--- src/rtl/dram_pattern_master.sv ---
// -----------------------------------------------------------------------------
// dram_pattern_master
//
// Wishbone initiator for the 256-bit DRAM wrapper slave port. A start pulse
// writes a deterministic pattern to N consecutive DRAM words. The master then
// reads the words back and compares each one with the pattern. When the run
// ends it reports pass/fail, the number of mismatching words, and the byte
// address of the first mismatch.
//
// Pattern: lane j of word k = (seed + k) ^ (j * 32'h01010101)
// Address: word k lives at base + k * ADDR_STRIDE (mod 2^32)
//
// Ports
//   sys_clk, rst_n        clock, asynchronous active-low reset
//   initialized_i         slave/DRAM ready
//   start_i               start pulse (sampled in IDLE only)
//   base_addr_i           byte address of word 0    (latched at start)
//   word_count_i          number of words N         (latched at start)
//   seed_i                pattern seed              (latched at start)
//   busy_o                run in progress
//   done_o                one-cycle end-of-run pulse
//   pass_o                last run clean            (held)
//   timeout_o             last run aborted on a timeout (held)
//   error_count_o         mismatching words, saturating (held)
//   first_err_addr_o      byte address of first mismatch, 0 if none (held)
//   cyc_o, stb_o, we_o    Wishbone control
//   addr_o, data_o        Wishbone byte address / write data
//   data_i, ack_i         Wishbone read data / single-cycle acknowledge
// -----------------------------------------------------------------------------
module dram_pattern_master #(
  parameter int          WORD_SIZE      = 256,
  parameter int          COUNT_WIDTH    = 16,
  parameter logic [31:0] ADDR_STRIDE    = 32'h80,
  parameter int          TIMEOUT_CYCLES = 4096
) (
  input  logic                   sys_clk,
  input  logic                   rst_n,
  input  logic                   initialized_i,
  input  logic                   start_i,
  input  logic [31:0]            base_addr_i,
  input  logic [COUNT_WIDTH-1:0] word_count_i,
  input  logic [31:0]            seed_i,
  output logic                   busy_o,
  output logic                   done_o,
  output logic                   pass_o,
  output logic                   timeout_o,
  output logic [COUNT_WIDTH-1:0] error_count_o,
  output logic [31:0]            first_err_addr_o,
  output logic                   cyc_o,
  output logic                   stb_o,
  output logic                   we_o,
  output logic [31:0]            addr_o,
  output logic [WORD_SIZE-1:0]   data_o,
  input  logic [WORD_SIZE-1:0]   data_i,
  input  logic                   ack_i
);

  localparam int                     LANES      = WORD_SIZE / 32;
  localparam int                     TIMER_W    = $clog2(TIMEOUT_CYCLES + 1);
  localparam logic [TIMER_W-1:0]     TIMER_LAST = TIMER_W'(TIMEOUT_CYCLES - 1);
  localparam logic [COUNT_WIDTH-1:0] CNT_ONE    = COUNT_WIDTH'(1);

  typedef enum logic [2:0] {
    S_IDLE,
    S_WAIT_INIT,
    S_WR_REQ,
    S_WR_NEXT,
    S_RD_REQ,
    S_RD_NEXT,
    S_FINISH
  } state_t;

  // Build the full word for a given per-word seed (seed + k).
  function automatic logic [WORD_SIZE-1:0] f_pattern(input logic [31:0] word_seed);
    logic [WORD_SIZE-1:0] w;
    w = '0;
    for (int j = 0; j < LANES; j++) begin
      w[j*32 +: 32] = word_seed ^ (32'(j) * 32'h0101_0101);
    end
    return w;
  endfunction

  state_t                 r_state;
  logic [31:0]            r_base;
  logic [31:0]            r_seed;
  logic [COUNT_WIDTH-1:0] r_count;
  logic [COUNT_WIDTH-1:0] r_k;
  logic [31:0]            r_cur_seed;   // seed + k for the word in flight
  logic [TIMER_W-1:0]     r_timer;
  logic                   r_cyc;
  logic                   r_stb;
  logic                   r_we;
  logic [31:0]            r_addr;
  logic [WORD_SIZE-1:0]   r_data;
  logic                   r_busy;
  logic                   r_done;
  logic                   r_pass;
  logic                   r_timeout;
  logic [COUNT_WIDTH-1:0] r_err_cnt;
  logic [31:0]            r_first_err_addr;

  logic w_last;
  logic w_timer_expired;
  logic w_mismatch;

  assign w_last          = (r_k == r_count - CNT_ONE);
  assign w_timer_expired = (r_timer == TIMER_LAST);
  // During reads r_data still holds the expected pattern for word k, so the
  // compare uses the same register that drives the write data.
  assign w_mismatch      = (data_i != r_data);

  always_ff @(posedge sys_clk or negedge rst_n) begin
    if (!rst_n) begin
      r_state          <= S_IDLE;
      r_base           <= '0;
      r_seed           <= '0;
      r_count          <= '0;
      r_k              <= '0;
      r_cur_seed       <= '0;
      r_timer          <= '0;
      r_cyc            <= 1'b0;
      r_stb            <= 1'b0;
      r_we             <= 1'b0;
      r_addr           <= '0;
      r_data           <= '0;
      r_busy           <= 1'b0;
      r_done           <= 1'b0;
      r_pass           <= 1'b0;
      r_timeout        <= 1'b0;
      r_err_cnt        <= '0;
      r_first_err_addr <= '0;
    end else begin
      // NOTE: every state register uses <= so that all branches read the
      // values from before this edge, whatever the statement order.
      r_done <= 1'b0;

      case (r_state)
        S_IDLE: begin
          if (start_i) begin
            r_base           <= base_addr_i;
            r_seed           <= seed_i;
            r_count          <= word_count_i;
            r_k              <= '0;
            r_cur_seed       <= seed_i;
            r_addr           <= base_addr_i;
            r_data           <= f_pattern(seed_i);
            r_err_cnt        <= '0;
            r_first_err_addr <= '0;
            r_pass           <= 1'b0;
            r_timeout        <= 1'b0;
            r_busy           <= 1'b1;
            r_state          <= S_WAIT_INIT;
          end
        end

        S_WAIT_INIT: begin
          if (initialized_i) begin
            if (r_count == '0) begin
              r_pass  <= 1'b1;
              r_done  <= 1'b1;
              r_state <= S_FINISH;
            end else begin
              r_cyc   <= 1'b1;
              r_stb   <= 1'b1;
              r_we    <= 1'b1;
              r_timer <= '0;
              r_state <= S_WR_REQ;
            end
          end
        end

        S_WR_REQ, S_RD_REQ: begin
          if (ack_i) begin
            r_cyc <= 1'b0;
            r_stb <= 1'b0;
            r_we  <= 1'b0;
            if (r_state == S_WR_REQ) begin
              r_state <= S_WR_NEXT;
            end else begin
              if (w_mismatch) begin
                if (r_err_cnt == '0) begin
                  r_first_err_addr <= r_addr;
                end
                if (r_err_cnt != '1) begin
                  r_err_cnt <= r_err_cnt + CNT_ONE;
                end
              end
              r_state <= S_RD_NEXT;
            end
          end else if (w_timer_expired) begin
            // Abandon the request: the slave never acknowledged it.
            r_cyc     <= 1'b0;
            r_stb     <= 1'b0;
            r_we      <= 1'b0;
            r_timeout <= 1'b1;
            r_pass    <= 1'b0;
            r_done    <= 1'b1;
            r_state   <= S_FINISH;
          end else begin
            r_timer <= r_timer + TIMER_W'(1);
          end
        end

        S_WR_NEXT: begin
          r_cyc   <= 1'b1;
          r_stb   <= 1'b1;
          r_timer <= '0;
          if (w_last) begin
            // Write phase complete: rewind to word 0 for the read-back.
            r_k        <= '0;
            r_cur_seed <= r_seed;
            r_addr     <= r_base;
            r_data     <= f_pattern(r_seed);
            r_we       <= 1'b0;
            r_state    <= S_RD_REQ;
          end else begin
            r_k        <= r_k + CNT_ONE;
            r_cur_seed <= r_cur_seed + 32'd1;
            r_addr     <= r_addr + ADDR_STRIDE;
            r_data     <= f_pattern(r_cur_seed + 32'd1);
            r_we       <= 1'b1;
            r_state    <= S_WR_REQ;
          end
        end

        S_RD_NEXT: begin
          if (w_last) begin
            r_pass  <= (r_err_cnt == '0);
            r_done  <= 1'b1;
            r_state <= S_FINISH;
          end else begin
            r_k        <= r_k + CNT_ONE;
            r_cur_seed <= r_cur_seed + 32'd1;
            r_addr     <= r_addr + ADDR_STRIDE;
            r_data     <= f_pattern(r_cur_seed + 32'd1);
            r_cyc      <= 1'b1;
            r_stb      <= 1'b1;
            r_we       <= 1'b0;
            r_timer    <= '0;
            r_state    <= S_RD_REQ;
          end
        end

        S_FINISH: begin
          r_busy  <= 1'b0;
          r_state <= S_IDLE;
        end

        default: r_state <= S_IDLE;
      endcase
    end
  end

  // Strobe is masked in the ack cycle so the slave never sees a second request
  // before the registered cyc/stb drop on the following edge.
  assign cyc_o            = r_cyc & ~ack_i;
  assign stb_o            = r_stb & ~ack_i;
  assign we_o             = r_we;
  assign addr_o           = r_addr;
  assign data_o           = r_data;
  assign busy_o           = r_busy;
  assign done_o           = r_done;
  assign pass_o           = r_pass;
  assign timeout_o        = r_timeout;
  assign error_count_o    = r_err_cnt;
  assign first_err_addr_o = r_first_err_addr;

endmodule

--- config.mk ---
export PLATFORM = sky130hd
export DESIGN_NAME = dram_pattern_master
export DESIGN_NICKNAME = d
export VERILOG_FILES = /design/src/rtl/dram_pattern_master.sv
export SDC_FILE = /design/constraint.sdc
export NUM_CORES = 1
export LEC_CHECK = 0
export ABC_AREA = 1
export BUFFER_PORTS_ARGS = -buffer_cell sky130_fd_sc_hd__buf_2
export CORE_AREA = 2 2 268 270
export DETAILED_ROUTE_END_ITERATION = 10
export DIE_AREA = 0 0 270 272
export GPL_TIMING_DRIVEN = 0
export PLACE_DENSITY = 0.47
export SETUP_SLACK_MARGIN = 0.1
export SYNTH_ARGS = -nofsm -noshare
export SYNTH_HDL_FRONTEND = slang
export SYNTH_SLANG_ARGS = --single-unit
export TNS_END_PERCENT = 30
--- constraint.sdc ---
create_clock -name sys_clk -period 2.9 [get_ports sys_clk]
set_input_delay 0.29 -clock sys_clk [delete_from_list [all_inputs] [get_ports sys_clk]]
set_output_delay 0.29 -clock sys_clk [all_outputs]
set_load 0.03 [all_outputs]
### Word level (Yosys, flattened, before mapping)

Index checks and enable logic that the tools add are counted.
W data, S select, Z words.

| operators by class | value |
|---|---|
| add/subtract/negate cells | 6 |
| multiply operators | 0 |
| div/mod/pow operators | 0 |
| $lt $le $gt $ge | 0 |
| equal/unequal tests | 25 |
| shifts and indexed selects | 0 |
| muxes and demuxes | 68 |
| bitwise gates (word level) | 23 |
| reduce and logical (&&, ||, !) cells | 19 |

Operator list:

| kind | number |
|---|---|
| $mux W256 | 3 |
| $pmux W256 S3 | 1 |
| $mux W32 | 11 |
| $ne A256 B256 Y1 | 1 |
| $pmux W32 S3 | 2 |
| $mux W16 | 7 |
| $not A8 Y8 | 9 |
| $mux W13 | 5 |
| $pmux W32 S2 | 1 |
| $pmux W13 S4 | 1 |
| $pmux W16 S3 | 1 |
| $not A12 Y12 | 3 |
| $not A4 Y4 | 9 |
| $add A16 B1 Y16 const B | 2 |
| $add A32 B1 Y32 const B | 1 |
| $add A32 B8 Y32 const B | 1 |
| $logic_not A16 Y1 | 2 |
| $pmux W16 S2 | 1 |
| $ne A2 B2 Y1 const B | 14 |
| $mux W3 | 7 |
| $mux W1 | 20 |
| $reduce_and A6 Y1 | 3 |
| $eq A16 B16 Y1 | 1 |
| $ne A16 B16 Y1 const B | 1 |
| other kinds (24) | 34 |

| word-level totals | value |
|---|---|
| flip-flop bits (word level) | 486 |
| latch bits | 0 |
| RAM bits | 0 |
| ROM bits | 0 |
| input port bits | 341 |
| memories | 0 |

### Logic depth before layout (Yosys ltp)

Gate-level depths: netlist (run 1).

| logic depth | value |
|---|---|
| word-level depth | 6 |
| mapped depth | 19 |
| mapped depth without buffers | 18 |

### Worst setup path before layout (run 1)

Ideal clock, no wire load.

| timing | value |
|---|---|
| path type | register to register |
| start point | register r_cur_seed[6] |
| end point | register r_data[250], in the netlist data_o[250] |
| arrival | 2.325 ns |
| data required time | 2.783 ns |
| path slack | 0.458 ns |
| stages on the path, launching flop included | 17 |
| path buffers | 2 |
| clock period less this slack | 2.442 ns |
| cells stage by stage | dfrtp_1 -> buf_4 -> buf_2 -> nand2_1 -> nor2_1 -> nand2_1 -> nor2_1 -> nand2_1 -> nor2_1 -> nand2_1 -> xor2_1 -> nand2_1 -> nand2_1 -> nand2_1 -> inv_1 -> nand2_1 -> nand2_1 |

| on the way | value |
|---|---|
| word-level cells in the longest chain between the ends | 4 |
| elaborated cells on any way between the ends | 5 |
| classes of those cells | add/sub: 1; mux: 3; bitwise: 1 |

Ends and longest elaborated chain:

| element | line | text |
|---|---|---|
| start, declared | 88 | `logic [31:0] r_cur_seed;` |
| start signal, assigned | 144 | `r_cur_seed <= seed_i;` |
| start signal, assigned | 211 | `r_cur_seed <= r_seed;` |
| start signal, assigned | 218 | `r_cur_seed <= r_cur_seed + 32'd1;` |
| $add A32 B1 Y32 (*) | 220, 235 |  |
| $not A12 Y12 (no source line) (*) | -- |  |
| $mux W256 (on tied branches) | 227, 208 |  |
| $pmux W256 S3 (*) | 137 | `case (r_state)` |
| end signal, assigned | 146 | `r_data <= f_pattern(seed_i);` |
| end signal, assigned | 220 | `r_data <= f_pattern(r_cur_seed + 32'd1);` |
| end signal, assigned | 235 | `r_data <= f_pattern(r_cur_seed + 32'd1);` |
| end, declared | 94 | `logic [WORD_SIZE-1:0] r_data;` |

Mark *: on every way between the ends. The rest lies on a longest branch, timed or not. The select of a mux whose other input is x is not followed.
A chain may end at the register's enable or synchronous reset.

### Worst setup path in the final report (run 1)

| timing | value |
|---|---|
| start point | register r_state[1] |
| end point | register r_data[223], in the netlist data_o[223] |

| on the way | value |
|---|---|
| word-level cells in the longest chain between the ends | 3 |
| elaborated cells on any way between the ends | 8 |
| classes of those cells | eq/ne: 4; mux: 1; reduce/logical: 3 |

Ends and longest elaborated chain:

| element | line | text |
|---|---|---|
| start, declared | 83 | `state_t r_state;` |
| start signal, assigned | 114 | `r_state <= S_IDLE;` |
| start signal, assigned | 152 | `r_state <= S_WAIT_INIT;` |
| start signal, assigned | 161 | `r_state <= S_FINISH;` |
| $eq A3 B3 Y1 (tied with other cells) | 137 |  |
| $ne A2 B2 Y1 (no source line) / $reduce_bool A3 Y1 (equally long branches) | -- |  |
| $reduce_and A3 Y1 (no source line) | -- |  |
| end signal, assigned | 146 |  |
| end signal, assigned | 213 | `r_data <= f_pattern(r_seed);` |
| end signal, assigned | 220 |  |

Parallel ways exist; a longest one is shown, timed or not.

==> impl_metrics.yaml, run 1 <==
critical_path:
  start_kind: "flip-flop"
  cp-end-kind: "flip-flop"
  crit_arrival_ns: 3.33
  r2r_setup_slack_ns: 0.09
  crit_type: "flip-flop to flip-flop"
  critPathMaxFanout: 10
  worstPathRequired_ns: 3.43
sta:
  fin_ws_ns: 0.0925
  finalHoldViolCount: 0
  rsz0062_at_grt: "true"
  drv_slew: 0
  fin_crit_sh_pct: 96.8
  skew_ns: 0.0302
  fin_crit_ns: 2.81
  worst_slew_pin_slew_ns: 0.866
  tns_ns: 0
  setup_viol_count_final: 0
  relSlewSlack_pct: 42.3
  timing.fmax_mhz: 356
clocking:
  cts_root_buf: "clkbuf_16"
  htree_levels: 1
  cts_buffer_depth: 3
  clkTransAtPathRegs_ns: 0.06
  clock_sinks: 242
  clock_latency_ns: 0.59
  numCtsBuffers: 30
  cts_tree: "done"
finish:
  area.growth.synth_to_final_pct: 38.8
  fin_nets: 4061
  multi_input_area_sq_um: 10800
  seq_area_sq_um: 6120
  final_area_sq_um: 27200
  final_cells: 4687
  fillerInstances: 7831
  drive_gt1_share_pct: 33.1
die:
  die_h_um: 272
  core_area_sq_um: 70800
  die_area_sq_um: 73400
  start_util_pct: 27.8
  ios: 684
  num_rows: 98
  die_w_um: 270
routing:
  via_per_inst: 4.69
  drtIter0Drc: 1529
  drcViolationCount: 0
  detail_route.first_pass.iterations: 6
  wl_per_cell_um: 21.6
  routed_wl_um: 101000
  num_vias: 22000
  ant_nets: 0
global_routing:
  antenna_found_initial: 15
  grt_start_max_net_pins: 100
  grt_pass1_wl_um: 145000
  grt_usage_pct: 26.5
  first_global_vias: 21300
  grt_overflow_total: 0
placement:
  portBuffers: 683
  dpl_cell_area_sq_um: 24300
  pre_cts_slack_ns: -0.969
  placed_cells: 4503
  hpwl_um: 80500
  finalWeightedCongestion: 0.936
flow_run:
  max_cap_violations: 0
worst_hold_path:
  min_path_type: "primary input to flip-flop"
synthesis:
  synth_edf_count: 0
  ys_ff_latch: 242
  yosys_warnings: 0
  ys_seq_area_share_pct: 30.8
  syn_nets: 3216
  synth_area_leaders: "dfrtp_1, nand2_1, xnor2_1"
  synth_top_cell_by_area: "dfrtp_1"
  ys.flop_type: "dfrtp_1"
  synth_top_area_share_pct: 30.8
  synthCells: 2868
  ys_types: 48
  syn_area_per_cell_sq_um: 6.85
  synth.cell_area_sq_um: 19600
  async_reset_ff_share_pct: 100
pwr:
  power.leakage_nw: 13.8
  vdd_drop_max_v: 0.000723
  p_per_area_nw_per_um2: 1180
status:
  status: "finished clean"
[final cells by class]
cell class / instances / share of cell area [%]
antenna: 2 / 0.0184
buffer: 352 / 9.40
clock buffer: 41 / 3.21
clock inverter: 13 / 0.648
inverter: 213 / 2.99
multi-input combinational: 2058 / 39.6
sequential: 242 / 22.5
tap: 950 / 4.36
timing repair buffer: 816 / 17.3
[kinds of logic after synthesis]
group	Yosys count	share of synthesized area (%)
AOI/OAI and AO/OA	203	5.54
adders and majority gates	7	0.446
and+or+nand+nor	1559	34.7
buffers and inverters	568	15.6
xor gates and xnor gates	289	12.9
DFF	242	30.8
[worst max-delay path, cell delays in order, from the launching register on]
cell      delay [ns]
dfrtp_1         0.40
inv_1           0.09
nand2_1         0.08
inv_1           0.08
nand2_1         0.18
nand2_1         0.13
clkinv_1        0.21
clkbuf_1        0.54
clkbuf_1        0.56
nand2_1         0.15
nand3_1         0.17
nand2_1         0.08
nand2_1         0.06
[per-layer routing]
layer | wire, um | GRT usage [%] | part of all wire [%]
met3 | 5550 | 3.17 | 5.5
met1 | 41500 | 32.8 | 41
met2 | 51200 | 48.4 | 51
met5 | 153 | 0 | 0.15
met4 | 2810 | 7.02 | 2.8
[power by group]
group          total, mW  leakage [nW]  internal, mW  switching, mW
clock network       4.05         0.511          2.45           1.60
logic               21.8          10.2          7.55           14.2
registers           6.33          3.05          4.69           1.63
total               32.1          13.8          14.7           17.4
[path summary, 6_finish.rpt]
path | start | end | cells past startpoint
worst min-delay path | initialized_i | r_state[0] | 4
max in group asynchronous | rst_n | data_o[223] | 4
worst min register to register | first_err_addr_o[1] | first_err_addr_o[1] | 2
worst max register to register | r_state[1] | data_o[223] | 12
min in group asynchronous | rst_n | r_base[6] | 2
worst max-delay path | r_state[1] | data_o[223] | 12
[stage by stage]
stage | hold WS (ns) | power (mW) | utilization, %
2_1_floorplan | -0.00559 | 19.7 | -
3_3_place_gp | 0.454 | 26.8 | 34.3
3_5_place_dp | 0.281 | 26.9 | 34.4
4_1_cts | 0.0567 | 31.6 | 37.6
5_1_grt | 0.0920 | 34.0 | 38.5
6_report | 0.0879 | 32.1 | 38.5
[state kept, by name (all words and copies together) (netlist names)]
register / flops
pass_o: 1
addr_o: 32
r_state: 3
r_base: 32
timeout_o: 1
data_o: 13
done_o: 1
busy_o: 1
r_stb: 1
error_count_o: 16
r_seed: 32
r_timer: 13
first_err_addr_o: 32
we_o: 1
r_k: 16
r_cur_seed: 31
r_count: 16
[Yosys cell counts, types with 2 or more instances]
library cell,number
or3_1,3
nand3_1,223
o21bai_1,2
nor3_4,2
inv_2,6
nand4_1,131
o31ai_1,2
a21oi_1,28
clkbuf_2,2
nor4_1,18
clkbuf_1,76
a22o_1,2
o21ai_0,123
or2_2,33
xor2_1,87
nand3b_1,6
nand2_4,2
buf_4,220
nand2_1,848
buf_1,7
xnor2_1,202
o211ai_1,8
dfrtp_1,242
clkinv_1,3
nor2_1,231
nand2_2,4
nor3b_1,2
nor2_4,5
buf_6,7
inv_1,203
buf_2,43
nor3_1,43
ha_1,7
o21ai_1,25
a21o_1,2
nor2_2,4
o22ai_1,5
[cells in the final DEF, fill, tap and decap left out, types with 8 or more instances in the layout]
master | synthesis | layout
xor2_1 | 87 | 86
o211ai_1 | 8 | 8
clkbuf_1 | 76 | 40
xnor2_2 | 0 | 12
buf_6 | 7 | 31
dfrtp_4 | 0 | 10
xnor2_1 | 202 | 190
inv_1 | 203 | 199
nor3_1 | 43 | 41
nor2_4 | 5 | 11
dfrtp_1 | 242 | 207
dlygate4sd3_1 | 0 | 81
clkbuf_16 | 0 | 32
clkbuf_2 | 2 | 21
buf_4 | 220 | 279
or2_2 | 33 | 33
a21oi_1 | 28 | 27
nand4_1 | 131 | 131
clkbuf_4 | 0 | 15
buf_2 | 43 | 691
nor2_2 | 4 | 13
dfrtp_2 | 0 | 25
o21ai_0 | 123 | 120
nor2_1 | 231 | 216
nor4_1 | 18 | 18
nand3_1 | 223 | 216
o21ai_1 | 25 | 28
nand2_1 | 848 | 845
[repair_timing]
item                                    CTS  global route
gates resized for setup                 133           139
hold buffers                             81             0
endpoints found under the setup margin  188           218
pin swaps                                 8            21
gates cloned                              0             2
endpoints found under the hold margin   144             0
buffers inserted                         15            33
Note: power is estimated with default switching activity, not from simulation.
==> inputs of run 2 (changes only) <==
==> constraint.sdc (replaced) <==
create_clock -name sys_clk -period 2.9 [get_ports sys_clk]
set_input_delay 0.58 -clock sys_clk [delete_from_list [all_inputs] [get_ports sys_clk]]
set_output_delay 0.58 -clock sys_clk [all_outputs]
set_load 0.03 [all_outputs]
==> run 2 against run 1 <==
Against the previous run:
- combinational power barely moved
- via count down 1.4%
- clock power barely moved
- fmax shrank 0.67%
- global-route usage decreased by 0.085 points
- first-iteration DRC count down 3.7%
- sequential cell count unchanged
- non-clock buffer count decreased by 80
- hold slack gained 0.10 ns
- power down 0.31%
- clock skew fell by 0.0019 ns
- setup slack lost 0.019 ns
- critical endpoint unchanged
- largest power group unchanged
==> impl_metrics.yaml, run 2 (synthesis gave the netlist of run 1 again) <==
status:
  status: "finished clean"
critical_path:
  start_kind: "flip-flop"
  critPathMaxFanout: 10
  worstPathRequired_ns: 3.42
  cp_cell_sequence: "inv_1 > nand2_1 > inv_1 > nand2_1 > nand2_1 > clkinv_1 > clkbuf_1 > clkbuf_1 > nand2_1 > nand3_1 > nand2_1 > nand2_1"
  crit_type: "flip-flop to flip-flop"
  crit_top_cell: "nand2_1"
  crit_arrival_ns: 3.35
  cp_slowest_cell: "clkbuf_1"
  cp-end-kind: "flip-flop"
  max_stage_delay_ns: 0.56
routing:
  num_vias: 21700
  drtIter0Drc: 1472
  wl_per_cell_um: 21.9
  detail_route.first_pass.iterations: 5
  via_per_inst: 4.70
  drcViolationCount: 0
  routed_wl_um: 101000
  ant_nets: 0
flow_run:
  max_cap_violations: 0
die:
  ios: 684
  core_area_sq_um: 70800
  num_rows: 98
  die_w_um: 270
  die_area_sq_um: 73400
  start_util_pct: 27.8
  die_h_um: 272
sta:
  worst_slew_pin_slew_ns: 0.905
  timing.fmax_mhz: 354
  drv_slew: 0
  rsz0062_at_grt: "true"
  fin_crit_ns: 2.83
  relSlewSlack_pct: 39.6
  fin_crit_sh_pct: 97.5
  setup_viol_count_final: 0
  finalHoldViolCount: 0
  skew_ns: 0.0283
worst_hold_path:
  min_path_type: "primary input to flip-flop"
finish:
  postLayoutCoreUtil_pct: 37.4
  fin_nets: 3981
  final_common_cell: "nand2_1"
  drive_gt1_share_pct: 33.9
  layout_common_cells: "nand2_1, buf_2, buf_4"
  area.growth.synth_to_final_pct: 34.8
  final_area_sq_um: 26500
  fillerInstances: 7873
placement:
  dpl_cell_area_sq_um: 24300
  finalWeightedCongestion: 0.936
  hpwl_um: 80500
  portBuffers: 683
global_routing:
  grt_usage_pct: 26.4
  first_global_vias: 21000
  antenna_found_initial: 28
  grt_overflow_total: 0
  met1_usage_pct: 32.8
  met3_usage_pct: 3.18
  grt_start_max_net_pins: 100
  grt_pass1_wl_um: 144000
  use_met2_pct: 47.7
  top_usage_layer: "met2"
pwr:
  vdd_drop_max_v: 0.000723
  power.leakage_nw: 13.4
  p_per_area_nw_per_um2: 1210
clocking:
  clkTransAtPathRegs_ns: 0.06
  cts_tree: "done"
  clock_sinks: 242
  numCtsBuffers: 30
  cts_root_buf: "clkbuf_16"
  clock_latency_ns: 0.59
  htree_levels: 1
  cts_buffer_depth: 3
## run 2: cell count changes in the layout (fill, tap and decap cells not counted)
| cell | previous run | this run |
|---|---|---|
| dlygate4sd3_1 | 81 | 1 |
| diode_2 | 2 | 9 |
| buf_2 | 691 | 690 |
| buf_4 | 279 | 280 |
| buf_6 | 31 | 30 |
| clkbuf_1 | 40 | 39 |
| clkbuf_2 | 21 | 22 |
| clkbuf_4 | 15 | 16 |
## run 2: critical path: cells and delay by family, from the launching register on
family | cells | cell delay [ns]
buffers and inverters | 5 | 1.51
DFF | 1 | 0.39
and+or+nand+nor | 7 | 0.86
## run 2: layer usage
layer / vias up / part of all wire, %
met5: - / 0.091
met4: 14 / 2.9
met3: 134 / 5.9
met2: 722 / 50
met1: 10300 / 41
li1: 10500 / -
## run 2: what timing repair did
| action | CTS | global route |
|---|---|---|
| pin swaps | 8 | 20 |
| hold endpoints to repair | 64 | 0 |
| buffers inserted | 15 | 33 |
| resized for setup | 133 | 141 |
| setup endpoints to repair | 188 | 221 |
| hold buffers | 1 | 0 |
| cloned | 0 | 2 |
## run 2: power by group
part           switching (mW)  total (mW)  internal [mW]
Clock                    1.59        4.04           2.45
Combinational            14.2        21.7           7.48
Sequential               1.63        6.32           4.69
## run 2: stage by stage
| step | setup TNS [ns] | std cells | setup slack, ns | power, mW | hold slack [ns] |
|---|---|---|---|---|---|
| global placement | -924.68 | 4501 | -3.62 | 26.8 | 0.454 |
| global route | -0.140 | 4611 | -0.109 | 33.9 | 0.181 |
| floorplan | 0 | 2868 | 0.458 | 19.7 | 0.284 |
| CTS | 0 | 4573 | 0.0766 | 31.5 | 0.171 |
| finish | 0 | 4614 | 0.0736 | 32.0 | 0.189 |
| detailed placement | -58.15 | 4503 | -0.969 | 26.9 | 0.454 |
## run 2: area by class of cell
class                      instances  area, sq um  area share (%)
antenna                            9         22.5          0.0851
buffer                           352         2560            9.68
clock buffer                      41          873            3.30
clock inverter                    13          176           0.667
inverter                         213          816            3.08
multi-input combinational       2058        10800            40.8
sequential                       242         6120            23.1
tap                              950         1190            4.49
timing repair buffer             736         3910            14.8
## run 2: path summary, 6_finish.rpt
path,end,slack (ns),cells past startpoint,startpoint
worst min-delay path,r_count[9],0.19,3,word_count_i[9]
worst min register to register,first_err_addr_o[1],0.46,2,first_err_addr_o[1]
worst max register to register,data_o[223],0.07,12,r_state[1]
min in group asynchronous,r_base[6],0.56,2,rst_n
max in group asynchronous,data_o[223],0.99,4,rst_n
worst max-delay path,data_o[223],0.07,12,r_state[1]
==> inputs of run 3 (changes only) <==
--- a/config.mk
+++ b/config.mk
@@ -6,12 +6,12 @@
 export NUM_CORES = 1
 export LEC_CHECK = 0
 export ABC_AREA = 1
-export BUFFER_PORTS_ARGS = -buffer_cell sky130_fd_sc_hd__buf_2
-export CORE_AREA = 2 2 268 270
+export CORE_AREA = 2 2 265 267
 export DETAILED_ROUTE_END_ITERATION = 10
-export DIE_AREA = 0 0 270 272
+export DIE_AREA = 0 0 267 269
+export DONT_BUFFER_PORTS = 1
 export GPL_TIMING_DRIVEN = 0
-export PLACE_DENSITY = 0.47
+export PLACE_DENSITY = 0.39
 export SETUP_SLACK_MARGIN = 0.1
 export SYNTH_ARGS = -nofsm -noshare
 export SYNTH_HDL_FRONTEND = slang
==> run 3 against run 2 <==
Against the previous run:
- the flow now finishes with violations (negative hold slack)
- clock power grew 3%
- wire length grew 1.7%
- power shrank 2.3%
- hold slack lost 0.47 ns
- sequential power grew 29%
- critical path depth grew 3
- critical path type unchanged
- largest power group unchanged
==> impl_metrics.yaml, run 3 (synthesis gave the netlist of run 1 again) <==
status:
  status: "complete, but fails checks"
  violations: "negative hold slack"
sta:
  finalHoldViolCount: 242
  fin_crit_sh_pct: 97.9
  whs_ns: -0.278
  skew_ns: 0.0204
  fin_crit_ns: 2.84
  tns_ns: 0
  rsz0062_at_grt: "true"
  worst_slew_pin_slew_ns: 0.987
  relSlewSlack_pct: 34.2
  timing.fmax_mhz: 352
  drv_slew: 0
  setup_viol_count_final: 0
global_routing:
  grt_usage_pct: 27.1
  top_usage_layer: "met2"
  grt_pass1_wl_um: 140000
  grt_overflow_total: 0
  met1_usage_pct: 31.7
  antenna_found_initial: 12
  grt_start_max_net_pins: 243
  first_global_vias: 19100
  met3_usage_pct: 6.76
  use_met2_pct: 47.4
critical_path:
  start_kind: "flip-flop"
  crit_type: "flip-flop to flip-flop"
  critPathMaxFanout: 10
  cp-end-kind: "flip-flop"
  crit_arrival_ns: 3.35
  worstPathRequired_ns: 3.42
routing:
  drtIter0Drc: 1336
  routed_wl_um: 103000
  num_vias: 19600
  wl_per_cell_um: 26.1
  ant_nets: 0
  detail_route.first_pass.iterations: 6
  via_per_inst: 4.98
  drcViolationCount: 0
placement:
  finalWeightedCongestion: 0.897
  hpwl_um: 78700
  portBuffers: 0
clocking:
  htree_levels: 1
  clock_sinks: 242
  clock_latency_ns: 0.59
  cts_buffer_depth: 3
  numCtsBuffers: 31
  clkTransAtPathRegs_ns: 0.06
  cts_root_buf: "clkbuf_16"
  cts_tree: "done"
finish:
  fin_nets: 3314
  drive_gt1_share_pct: 21.7
  multi_input_area_sq_um: 11100
  layout_common_cells: "nand2_1, buf_4, nand3_1"
  fillerInstances: 7591
  final_common_cell: "nand2_1"
  area.growth.synth_to_final_pct: 21.1
  seq_area_sq_um: 6190
flow_run:
  max_cap_violations: 0
die:
  start_util_pct: 28.3
  ios: 684
  die_area_sq_um: 71800
  die_w_um: 267
  num_rows: 97
  core_area_sq_um: 69300
  die_h_um: 269
pwr:
  finalPower_mw: 31.3
  power.leakage_nw: 10.8
  vdd_drop_max_v: 0.000761
  p_per_area_nw_per_um2: 1320
worst_hold_path:
  min_path_type: "primary input to asynchronous set/reset pin"
## run 3: changes by cell type in the layout (fill, tap and decap cells not counted), sizes merged
| cell | delta |
|---|---|
| buf | -667 |
| clkbuf | +2 |
| clkdlybuf4s18 | +2 |
| clkinv | -2 |
| diode | +2 |
| clkinvlp | -1 |
| dlygate4sd3 | -1 |
## run 3: area by class of cell
| cell class | count | area share (%) |
|---|---|---|
| antenna | 11 | 0.116 |
| tap | 940 | 4.95 |
| clock inverter | 10 | 0.674 |
| clock buffer | 45 | 3.86 |
| timing repair buffer | 65 | 2.72 |
| buffer | 355 | 11.3 |
| sequential | 242 | 26.0 |
| multi-input combinational | 2058 | 46.8 |
| inverter | 213 | 3.46 |
## run 3: metal layers
layer	part of all wire, %	up-vias
li1	-	9179
met1	39	9508
met2	49	757
met3	7.9	167
met4	4.6	6
met5	0.043	-
## run 3: path summary, 6_finish.rpt
| check | from | endpoint | slack, ns | cells after the start |
|---|---|---|---|---|
| max reg2reg | r_cur_seed[7] | first_err_addr_o[2] | 0.06 | 15 |
| min in group sys_clk | word_count_i[14] | r_count[14] | 0.10 | 2 |
| max in group asynchronous | rst_n | r_cur_seed[15] | 2.35 | 0 |
| max | r_cur_seed[7] | first_err_addr_o[2] | 0.06 | 15 |
| min reg2reg | r_seed[18] | r_seed[18] | 0.48 | 2 |
| min | rst_n | r_count[8] | -0.28 | 0 |
## run 3: through the flow
step | cells | hold WS, ns | util, % | setup WS [ns] | cell area (sq um)
floorplan | 2868 | 0.284 | - | 0.458 | 19600
global placement | 3808 | 0.309 | 30.0 | -1.15 | 20800
detailed placement | 3808 | 0.309 | 30.0 | -1.11 | 20800
CTS | 3883 | -0.315 | 32.7 | 0.0788 | 22700
global route | 3935 | -0.304 | 34.3 | -0.0788 | 23800
finish | 3939 | -0.278 | 34.3 | 0.0620 | 23800
## run 3: timing repair
action / 4_1_cts / 5_1_grt
hold endpoints to repair: 242 / 242
cloned: 0 / 6
setup endpoints to repair: 187 / 176
pin swaps: 11 / 62
gates resized for setup: 215 / 206
setup buffers: 20 / 39
## run 3: worst max-delay path: stages (launching register included)
cell,delay (ns)
dfrtp_4,0.60
buf_6,0.19
buf_6,0.16
xnor2_2,0.19
nand4_1,0.18
nor2_1,0.15
nand2_1,0.07
nor2_1,0.09
nand2_1,0.07
nor2_2,0.15
nand3_4,0.20
buf_12,0.20
nand3_4,0.15
clkbuf_16,0.21
nand2_2,0.05
nand2_1,0.07
## run 3: report_power, final
part	leakage (nW)	switching, mW	internal (mW)
Clock	0.530	1.62	2.53
Sequential	3.03	3.38	4.75
Combinational	7.21	12.4	6.66
Total	10.8	17.4	13.9
